**config.mk**
```make
export PLATFORM = sky130hd
export DESIGN_NAME = interval_timer_ctrl
export DESIGN_NICKNAME = d
export VERILOG_FILES = /design/src/rtl/interval_timer_ctrl.sv
export SDC_FILE = /design/constraint.sdc
export NUM_CORES = 1
export LEC_CHECK = 0
export CAP_MARGIN = 15
export CELL_PAD_IN_SITES_DETAIL_PLACEMENT = 1
export CELL_PAD_IN_SITES_GLOBAL_PLACEMENT = 2
export CORE_UTILIZATION = 31
export CTS_BUF_LIST = sky130_fd_sc_hd__clkbuf_4 sky130_fd_sc_hd__clkbuf_8 sky130_fd_sc_hd__clkbuf_16
export CTS_CLUSTER_SIZE = 28
export DETAILED_ROUTE_END_ITERATION = 8
export PLACE_DENSITY = 0.95
export SETUP_SLACK_MARGIN = 0.02
export SLEW_MARGIN = 40
export SYNTH_ARGS = -nofsm -noshare
export SYNTH_HDL_FRONTEND = slang
export SYNTH_SLANG_ARGS = --single-unit
```
**constraint.sdc**
```tcl
create_clock -name clk -period 4.1 [get_ports clk]
set_input_delay 0.82 -clock clk [delete_from_list [all_inputs] [get_ports clk]]
set_output_delay 0.82 -clock clk [all_outputs]
set_load 0.1 [all_outputs]
```
**src/rtl/interval_timer_ctrl.sv**
```systemverilog
// ============================================================================
// interval_timer_ctrl : drives an external limit counter (start/en/limit) and
// turns its done flag into one-shot or periodic ticks.   Rev 1.0
// ============================================================================
`default_nettype none

module interval_timer_ctrl #(
   parameter int CNT_W  = 8,
   parameter int PRE_W  = 4,
   parameter int TCNT_W = 16
) (
   input  logic              clk,
   input  logic              rst,
   input  logic              go,
   input  logic              stop,
   input  logic              periodic,
   input  logic [CNT_W-1:0]  period,
   input  logic [PRE_W-1:0]  prescale,
   input  logic              cnt_done,
   output logic              cnt_start,
   output logic              cnt_en,
   output logic [CNT_W-1:0]  cnt_limit,
   output logic              tick,
   output logic              busy,
   output logic              err,
   output logic [TCNT_W-1:0] tick_count
);

   typedef enum logic [1:0] {
      S_IDLE = 2'd0,
      S_LOAD = 2'd1,
      S_RUN  = 2'd2
   } state_t;

   state_t              state_q, state_d;
   logic [CNT_W-1:0]    limit_q, limit_d;
   logic [PRE_W-1:0]    pre_q, pre_d;
   logic [PRE_W-1:0]    pre_cnt_q, pre_cnt_d;
   logic                periodic_q, periodic_d;
   logic                tick_q, tick_d;
   logic                err_q, err_d;
   logic                busy_q, busy_d;
   logic [TCNT_W-1:0]   tick_count_q, tick_count_d;

   always_comb begin
      state_d      = state_q;
      limit_d      = limit_q;
      pre_d        = pre_q;
      pre_cnt_d    = pre_cnt_q;
      periodic_d   = periodic_q;
      tick_d       = 1'b0;
      err_d        = 1'b0;
      tick_count_d = tick_count_q;

      case (state_q)
         S_IDLE: begin
            pre_cnt_d = '0;
            // stop has priority over go, and also suppresses the period==0 error
            if (go && !stop) begin
               if (period == '0) begin
                  err_d = 1'b1;
               end else begin
                  limit_d      = period;
                  pre_d        = prescale;
                  periodic_d   = periodic;
                  tick_count_d = '0;
                  state_d      = S_LOAD;
               end
            end
         end
         S_LOAD: begin
            pre_cnt_d = '0;
            state_d   = stop ? S_IDLE : S_RUN;
         end
         S_RUN: begin
            pre_cnt_d = (pre_cnt_q == pre_q) ? '0 : pre_cnt_q + PRE_W'(1);
            if (stop) begin
               state_d = S_IDLE;
            end else if (cnt_done) begin
               tick_d = 1'b1;
               if (!(&tick_count_q)) begin
                  tick_count_d = tick_count_q + TCNT_W'(1);
               end
               state_d = periodic_q ? S_LOAD : S_IDLE;
            end
         end
         default: begin
            state_d = S_IDLE;
         end
      endcase

      busy_d = (state_d != S_IDLE);
   end

   always_ff @(posedge clk) begin
      if (rst) begin
         state_q      <= S_IDLE;
         limit_q      <= '0;
         pre_q        <= '0;
         pre_cnt_q    <= '0;
         periodic_q   <= 1'b0;
         tick_q       <= 1'b0;
         err_q        <= 1'b0;
         busy_q       <= 1'b0;
         tick_count_q <= '0;
      end else begin
         state_q      <= state_d;
         limit_q      <= limit_d;
         pre_q        <= pre_d;
         pre_cnt_q    <= pre_cnt_d;
         periodic_q   <= periodic_d;
         tick_q       <= tick_d;
         err_q        <= err_d;
         busy_q       <= busy_d;
         tick_count_q <= tick_count_d;
      end
   end

   // Enable is masked by done so the counter never steps past its limit.
   assign cnt_start  = (state_q == S_LOAD);
   assign cnt_en     = (state_q == S_RUN) && (pre_cnt_q == pre_q) && !cnt_done;
   assign cnt_limit  = limit_q;
   assign tick       = tick_q;
   assign busy       = busy_q;
   assign err        = err_q;
   assign tick_count = tick_count_q;

endmodule

`default_nettype wire
```
After elaboration in Yosys (flattened, before gate mapping). Index checks and enable logic that the tools add are counted.

Register bits after elaboration: 38. Bits of input ports: 18. Output and inout bits: 29.

Add/subtract/negate cells: 2. Equal/unequal tests: 8. Muxes and demuxes: 17. Bitwise operators: 4. Reduce and logical (&&, ||, !) cells: 16.

Operator list (count): $mux W16 (5); $pmux W16 S2 (1); $add A16 B1 Y16 const B (1); $reduce_and A16 Y1 (1); $mux W2 (5); $ne A2 B2 Y1 const B (5); $logic_not A8 Y1 (1); $pmux W4 S2 (1); $pmux W2 S3 (1); $reduce_and A6 Y1 (1); $reduce_bool A2 Y1 (3); $reduce_or A3 Y1 (2); $add A4 B1 Y4 const B (1); $eq A4 B4 Y1 (1); $mux W4 (1); $not A1 Y1 (4); $logic_and A1 B1 Y1 (3); $mux W1 (3); $reduce_and A3 Y1 (1); $eq A2 B1 Y1 const B (1); $eq A2 B2 Y1 const B (1); $logic_not A1 Y1 (2); $logic_not A2 Y1 (1); $reduce_or A2 Y1 (1).

Depth between registers and ports, before layout. Gate-level depths: netlist of run 1.

Depth after elaboration: 5. Depth in mapped cells: 7.

Worst setup path before layout of run 1. Ideal clock, no wire load.

Kind: reg2out. Start point: register pre_cnt_q[0]. End point: output port cnt_en. Data arrival time: 1.869 ns. Data required time: 3.280 ns. Path slack: 1.411 ns. Stages on the path, launching flop included: 4. Cells stage by stage: dfxtp_1 > xor2_1 > nor4_1 > and2_1.

Word-level cells in the longest chain between the ends: 3.

RTL lines: from (decl) (line 38) `logic [PRE_W-1:0] pre_cnt_q, pre_cnt_d;`; from (signal assigned) (line 110) `pre_cnt_q <= pre_cnt_d;`; $eq A4 B4 Y1 (line 121) `assign cnt_en = (state_q == S_RUN) && (pre_cnt_q == pre_q) && !cnt_done;`; $logic_and A1 B1 Y1 (2 in a row) (line 121); to (decl) (line 21) `output logic cnt_en,`.

Every way passes these cells.

Final worst setup path of run 1.
Start point: input port cnt_done. End point: output port cnt_en.

Word-level cells in the longest chain between the ends: 2.

RTL lines: from (decl) (line 19) `input logic cnt_done,`; $logic_not A1 Y1 (line 121); $logic_and A1 B1 Y1 (line 121).

Every way passes these cells.

==> summary.md, run 1 <==
| Metric | Value |
|---|---|
| Status | finished clean |
| CTS sink cnt | 38 |
| Period Utilization, post-route | around 66% |
| Min-delay src | cnt_limit[0] |
| Core box area | 0.00589 mm2 |
| Crit start category | input pin |
| RSZ-0062 raised after global routing | no |
| Setup CP Type | in -> out |
| Total Die Area | 0.00638 mm2 |
| DRT Pass-1 Iters | 4 |
| Worst-margin pin slew | ~0.55 ns |
| Crit path capture type | primary output |
| Routed wire length per instance | around 15 um |
| Maximum achievable frequency | ~0.37 GHz |
| # setup viols final | 0 |
| Max-slew headroom | 63.1% |
| Setup_tns | 0 ns |
| Initial antenna violation count | 0 |
| Fill cell count | approximately 700 |
| Pwr Total | ~0.85 mW |
| Hold depth | 2 |
| Wire length of the first global-routing pass | about 8700 um |
| Antenna Cells | 0 |
| Post-CTS Setup Bufs | 0 |
| Worst vdd ir | between 0.1 and 0.15 mV |
| Clock buffer depth | 2 |
| Chip Width | ~80 um |
| Data required, critical path | approximately 3.3 ns |
| Port-buffer cells | 46 |
| Maxcap violations | 0 |
| CTS resizes | 0 |
| Pleak | slightly above 0.9 nW |
| Initial core utilization | 32.0% |
| I/O pin cnt | 47 |
| Asr flop ratio synth | 0% |
| # H-tree levels | 2 |
| Top_reg_cell synth | dfxtp_1 |
| Most common cell after layout, fill and taps aside | dfxtp_1 |
| Via count | between 1500 and 2000 |
| WL final | slightly above 5000 um |
| Clk slew on worst S/H paths | around 0.08 ns |
| Post-Syn Area | approximately 0.0019 mm2 |
| R2R cell count | 4 |
| CP Data Arrival Time | between 1.5 and 2 ns |
| Post-detailed-route count of antenna-violating nets | 0 |
| Fin nets | 282 |
| Post-DP HPWL | ~3800 um |
| Layout Skew | between 0.003 and 0.004 ns |
| Post-synthesis cell count | roughly 220 |
| Power Dens Cells | 357 mW/mm2 |
| Worst-path maximum fanout | 4 |
| Worst hold path type | reg -> reg |
| Avg Inst Size Synth | about 8.7 um2 |
| Worst reg2reg path startpoint | state_q[0] |
| Ys Warns | 0 |
| GRT overflow | 0 |
| Synthesized Nets | roughly 240 |
| Drt via density | between 5 and 6 |
| Final period demand of the worst path | about 2.7 ns |
| Worst r2r dst | tick_count[11] |
| Cts hold-fix bufs | 0 |
| Row count | 28 |
| Number of distinct library cells after synthesis | between 50 and 60 |
| GP Congestion | approximately 0.75 |
| Dpl cells | between 300 and 400 |
| Vias in the first global route | 1798 |
| Synth Register Bits | 38 |
| Tot GR Track Use | roughly 17% |
| Root Buffer | clkbuf_8 |
| CTS buffer count | 5 |
| CTS tree | yes |
| Initial DRC count | roughly 90 |
| Die height | 79.9 um |
| Non-filler cells, final | approximately 340 |
| Number of flops mapped to enable cells by yosys | 0 |
| Post-synthesis sequential area ratio | 40.5% |
| DRC | 0 |
| Final Hold Viols | 0 |
| Max Slew Vio Count | 0 |
| Hold Crit Endpoint | cnt_limit[0] |
| Synth-to-layout area growth | 26.6% |
| Pin count of the biggest net entering global routing | 17 |
| Reg2reg setup slack | around 2.0 ns |
| Worst skew pair latency | 0.30 ns |
| Commonest cells after routing, fill and taps aside | dfxtp_1, nand2_1, buf_2, a21oi_1, clkdlybuf4s50_1 |
| Layout cells sized above 1 | ~23% |
## area by class of cell
| cell class | instances | area, um2 | share of cell area [%] |
|---|---|---|---|
| Inverter | 2 | 7.51 | 0.315 |
| Timing Repair Buffer | 48 | 333 | 14.0 |
| Clock buffer | 5 | 68.8 | 2.89 |
| Multi-Input combinational cell | 167 | 1070 | 45.0 |
| Sequential cell | 38 | 761 | 31.9 |
| Clock inverter | 3 | 45.0 | 1.89 |
| Tap cell | 75 | 93.8 | 3.94 |
## stage by stage
step	hold slack, ns	setup slack [ns]	instance area, um2	util, %
floorplan	0.437	1.41	1880	-
global placement	0.451	1.23	2400	40.8
detailed placement	0.454	1.22	2260	38.4
CTS	0.466	1.14	2370	40.3
global route	0.493	1.23	2380	40.5
finish	0.461	1.39	2380	40.5
## how the worst max path moves through the flow
| stage | from | end | slack [ns] | depth (start not counted) |
|---|---|---|---|---|
| 6_report | cnt_done | cnt_en | 1.39 | 4 |
| 2_1_floorplan | pre_cnt_q[0] | cnt_en | 1.41 | 3 |
| 5_1_grt | pre_cnt_q[1] | cnt_en | 1.23 | 4 |
| 3_3_place_gp | state_q[0] | cnt_start | 1.23 | 2 |
| 4_1_cts | pre_cnt_q[1] | cnt_en | 1.14 | 4 |
| 3_5_place_dp | stop | tick_count[11] | 1.22 | 5 |
## critical path: stages
cell,delay [ns]
clkdlybuf4s50_1,0.47
nor2_1,0.16
and2_1,0.15
buf_4,0.29
## where the power goes
| part | internal, mW | total (mW) | leakage [nW] | switching (mW) |
|---|---|---|---|---|
| Combinational | 0.0377 | 0.134 | 0.569 | 0.0968 |
| Sequential | 0.379 | 0.390 | 0.308 | 0.0104 |
| Clock | 0.181 | 0.325 | 0.0504 | 0.144 |
| Total | 0.598 | 0.849 | 0.928 | 0.252 |
## synthesized netlist by cell type (7+ instances only)
cell,n,area (um2)
dfxtp_1,38,761
nand2_1,34,128
a21oi_1,19,95.1
nor2_1,14,52.6
nand3_1,9,45.0
o21ai_0,8,40.0
a31oi_2,7,87.6
nor3_1,7,35.0
## sequential cells by signal (all words and copies together) (netlist names)
signal and count:
cnt_limit 8, tick 1, periodic_q 1, err 1
pre_cnt_q 4, tick_count 16, pre_q 4, state_q 2
busy 1
## metal layers
metal	up-vias	GRT usage, %	wire length (um)
met4	0	5.54	96
met3	7	4.11	186
met1	890	22.8	2410
li1	885	-	-
met2	31	27.9	2440
met5	-	0	0
## cells by family after synthesis
logic type / Yosys count / share of synthesized area (%)
adders and majority gates: 2 / 1.33
buffers and inverters: 10 / 2.86
DFF: 38 / 40.5
AOI/OAI and AO/OA: 59 / 23.2
xor gates and xnor gates: 4 / 1.86
and+or+nand+nor: 102 / 30.3
No activity file was read; power rests on OpenSTA's default activity.
==> run 2: changes to the inputs <==
--- a/config.mk
+++ b/config.mk
@@ -8,11 +8,11 @@
 export CAP_MARGIN = 15
 export CELL_PAD_IN_SITES_DETAIL_PLACEMENT = 1
 export CELL_PAD_IN_SITES_GLOBAL_PLACEMENT = 2
-export CORE_UTILIZATION = 31
+export CORE_UTILIZATION = 28
 export CTS_BUF_LIST = sky130_fd_sc_hd__clkbuf_4 sky130_fd_sc_hd__clkbuf_8 sky130_fd_sc_hd__clkbuf_16
 export CTS_CLUSTER_SIZE = 28
 export DETAILED_ROUTE_END_ITERATION = 8
-export PLACE_DENSITY = 0.95
+export PLACE_DENSITY = 0.89
 export SETUP_SLACK_MARGIN = 0.02
 export SLEW_MARGIN = 40
 export SYNTH_ARGS = -nofsm -noshare
==> constraint.sdc (replaced) <==
create_clock -name clk -period 2.7 [get_ports clk]
set_input_delay 0.54 -clock clk [delete_from_list [all_inputs] [get_ports clk]]
set_output_delay 0.54 -clock clk [all_outputs]
set_load 0.1 [all_outputs]
==> run 2 against run 1 <==
The run now ends with design-rule violations left. Via count shrank 1.8%. Design area grew 3.7%. Sequential power grew 52%. Sequential share of layout area shrank 1.1 points. Hold slack lost 0.0055 ns. Clock skew grew 0.0021 ns. First-iteration DRC count shrank 13%. Die area grew 10%. Wire length grew 3.4%. Combinational power grew 64%. Critical endpoint unchanged. Largest cell class unchanged.
==> summary.md, run 2 (synthesis gave the netlist of run 1 again) <==
| Metric | Value |
|---|---|
| CTS tree | yes |
| Initial core utilization | just under 30% |
| Post-detailed-route count of antenna-violating nets | 0 |
| Vias in the first global route | ~1700 |
| Final Hold Viols | 0 |
| Row count | 29 |
| Cts hold-fix bufs | 0 |
| Power Dens Cells | about 480 mW/mm2 |
| Pleak | 0.950 nW |
| Data required, critical path | between 2 and 2.5 ns |
| Crit path capture type | primary output |
| CP Data Arrival Time | 1.74 ns |
| GRT overflow | 0 |
| Synth-to-layout area growth | 31.3% |
| Most common cell after layout, fill and taps aside | dfxtp_1 |
| Fin nets | 288 |
| Worst skew pair latency | ~0.29 ns |
| Maxcap violations | 0 |
| Die height | approximately 84 um |
| Met3 global-route usage | between 4 and 5% |
| Via count | 1781 |
| Total Die Area | slightly above 0.007 mm2 |
| Wire length of the first global-routing pass | roughly 8600 um |
| Max Slew Vio Count | 0 |
| PnR worst setup slack | between 0.4 and 0.5 ns |
| RSZ-0062 raised after global routing | no |
| R2R cell count | 6 |
| Met1 usage | roughly a fifth |
| Initial DRC count | 80 |
| Initial antenna violation count | 0 |
| Worst reg2reg path startpoint | tick_count[1] |
| GP Congestion | just under 0.8 |
| CTS sink cnt | 38 |
| Reg2reg setup slack | just under 0.6 ns |
| Port-buffer cells | 46 |
| Cell Area, Placed | between 0.002 and 0.0025 mm2 |
| Post-Route Utilization | around two fifths |
| Worst-path maximum fanout | 15 |
| Hold depth | 2 |
| Commonest cells after routing, fill and taps aside | dfxtp_1, buf_4, nand2_1, a21oi_1, clkdlybuf4s50_1 |
| CTS resizes | 0 |
| DP Worst Slack | approximately 0.13 ns |
| Core box area | around 0.0064 mm2 |
| CTS buffer count | 5 |
| Hold Crit Endpoint | cnt_limit[6] |
| Grt met2 use | 25.3% |
| Setup_tns | 0 ns |
| Routed wire length per instance | about 15 um |
| Max-slew headroom | between 60% and 70% |
| Period Utilization, post-route | a little over four fifths |
| DRT Pass-1 Iters | 6 |
| Chip Width | about 84 um |
| Post-CTS Setup Bufs | 0 |
| Final period demand of the worst path | 2.28 ns |
| WL final | approximately 5300 um |
| Setup CP Type | reg -> out |
| Violated checks | design-rule violations |
| Post-DP HPWL | approximately 4000 um |
| Maximum achievable frequency | approximately 0.44 GHz |
| I/O pin cnt | 47 |
| Status | finished with violations |
| Dpl cells | approximately 340 |
| Layout cells sized above 1 | between 20% and 30% |
| Layout Skew | between 0.005 and 0.006 ns |
| Fill cell count | around 760 |
| Worst r2r dst | tick_count[4] |
| Worst vdd ir | 0.207 mV |
| Drt via density | around 5.2 |
| Cell area after layout | roughly 0.0025 mm2 |
| Tot GR Track Use | about 15% |
| Root Buffer | clkbuf_8 |
| Clk slew on worst S/H paths | around 0.07 ns |
| Min-delay src | cnt_limit[6] |
| GRT Max-Usage Layer | met2 |
| # H-tree levels | 2 |
| Crit start category | flip-flop |
| Max reg flops | 16 |
| Antenna Cells | 0 |
| Non-filler cells, final | about 350 |
| Pin count of the biggest net entering global routing | 18 |
| DRC | 2 |
| Worst-margin pin slew | about 0.6 ns |
| Clock buffer depth | 2 |
| # setup viols final | 0 |
| Worst hold path type | reg -> reg |
-- run 2: metrics by stage --
stage	hold slack, ns	power (mW)
floorplan	0.437	0.751
global placement	0.444	0.824
detailed placement	0.449	0.827
CTS	0.460	1.20
global route	0.495	1.25
finish	0.455	1.19
-- run 2: final cells by class --
class | count | area (um2) | share of cell area (%)
Clock buffer | 5 | 68.8 | 2.79
Clock inverter | 2 | 10.0 | 0.405
Inverter | 2 | 7.51 | 0.304
Multi-Input combinational cell | 167 | 1070 | 43.2
Sequential cell | 38 | 761 | 30.8
Tap cell | 77 | 96.3 | 3.90
Timing Repair Buffer | 54 | 460 | 18.6
-- run 2: how the worst max path moves through the flow --
stage                        startpoint        endpoint  slack (ns)
after floorplan           tick_count[1]   tick_count[9]        0.23
after global placement             stop  tick_count[10]        0.17
after detailed placement           stop   tick_count[4]        0.13
after CTS                    state_q[0]          cnt_en        0.39
after global routing         state_q[0]          cnt_en        0.31
final                        state_q[0]          cnt_en        0.42
-- run 2: metal layers --
layer	vias up	wire length, um
li1	897	-
met1	855	2590
met2	24	2530
met3	5	133
met4	0	55
met5	-	0
-- run 2: critical path, cell delays in order, from the launching register on --
cell and delay (ns):
dfxtp_1 0.70, nand2b_1 0.28, nor2_1 0.10, and2_1 0.20, buf_12 0.17
-- run 2: report_power, final --
part           internal (mW)  switching, mW
Sequential             0.576         0.0165
Clock                  0.174          0.206
Combinational         0.0708          0.149
Total                  0.820          0.372
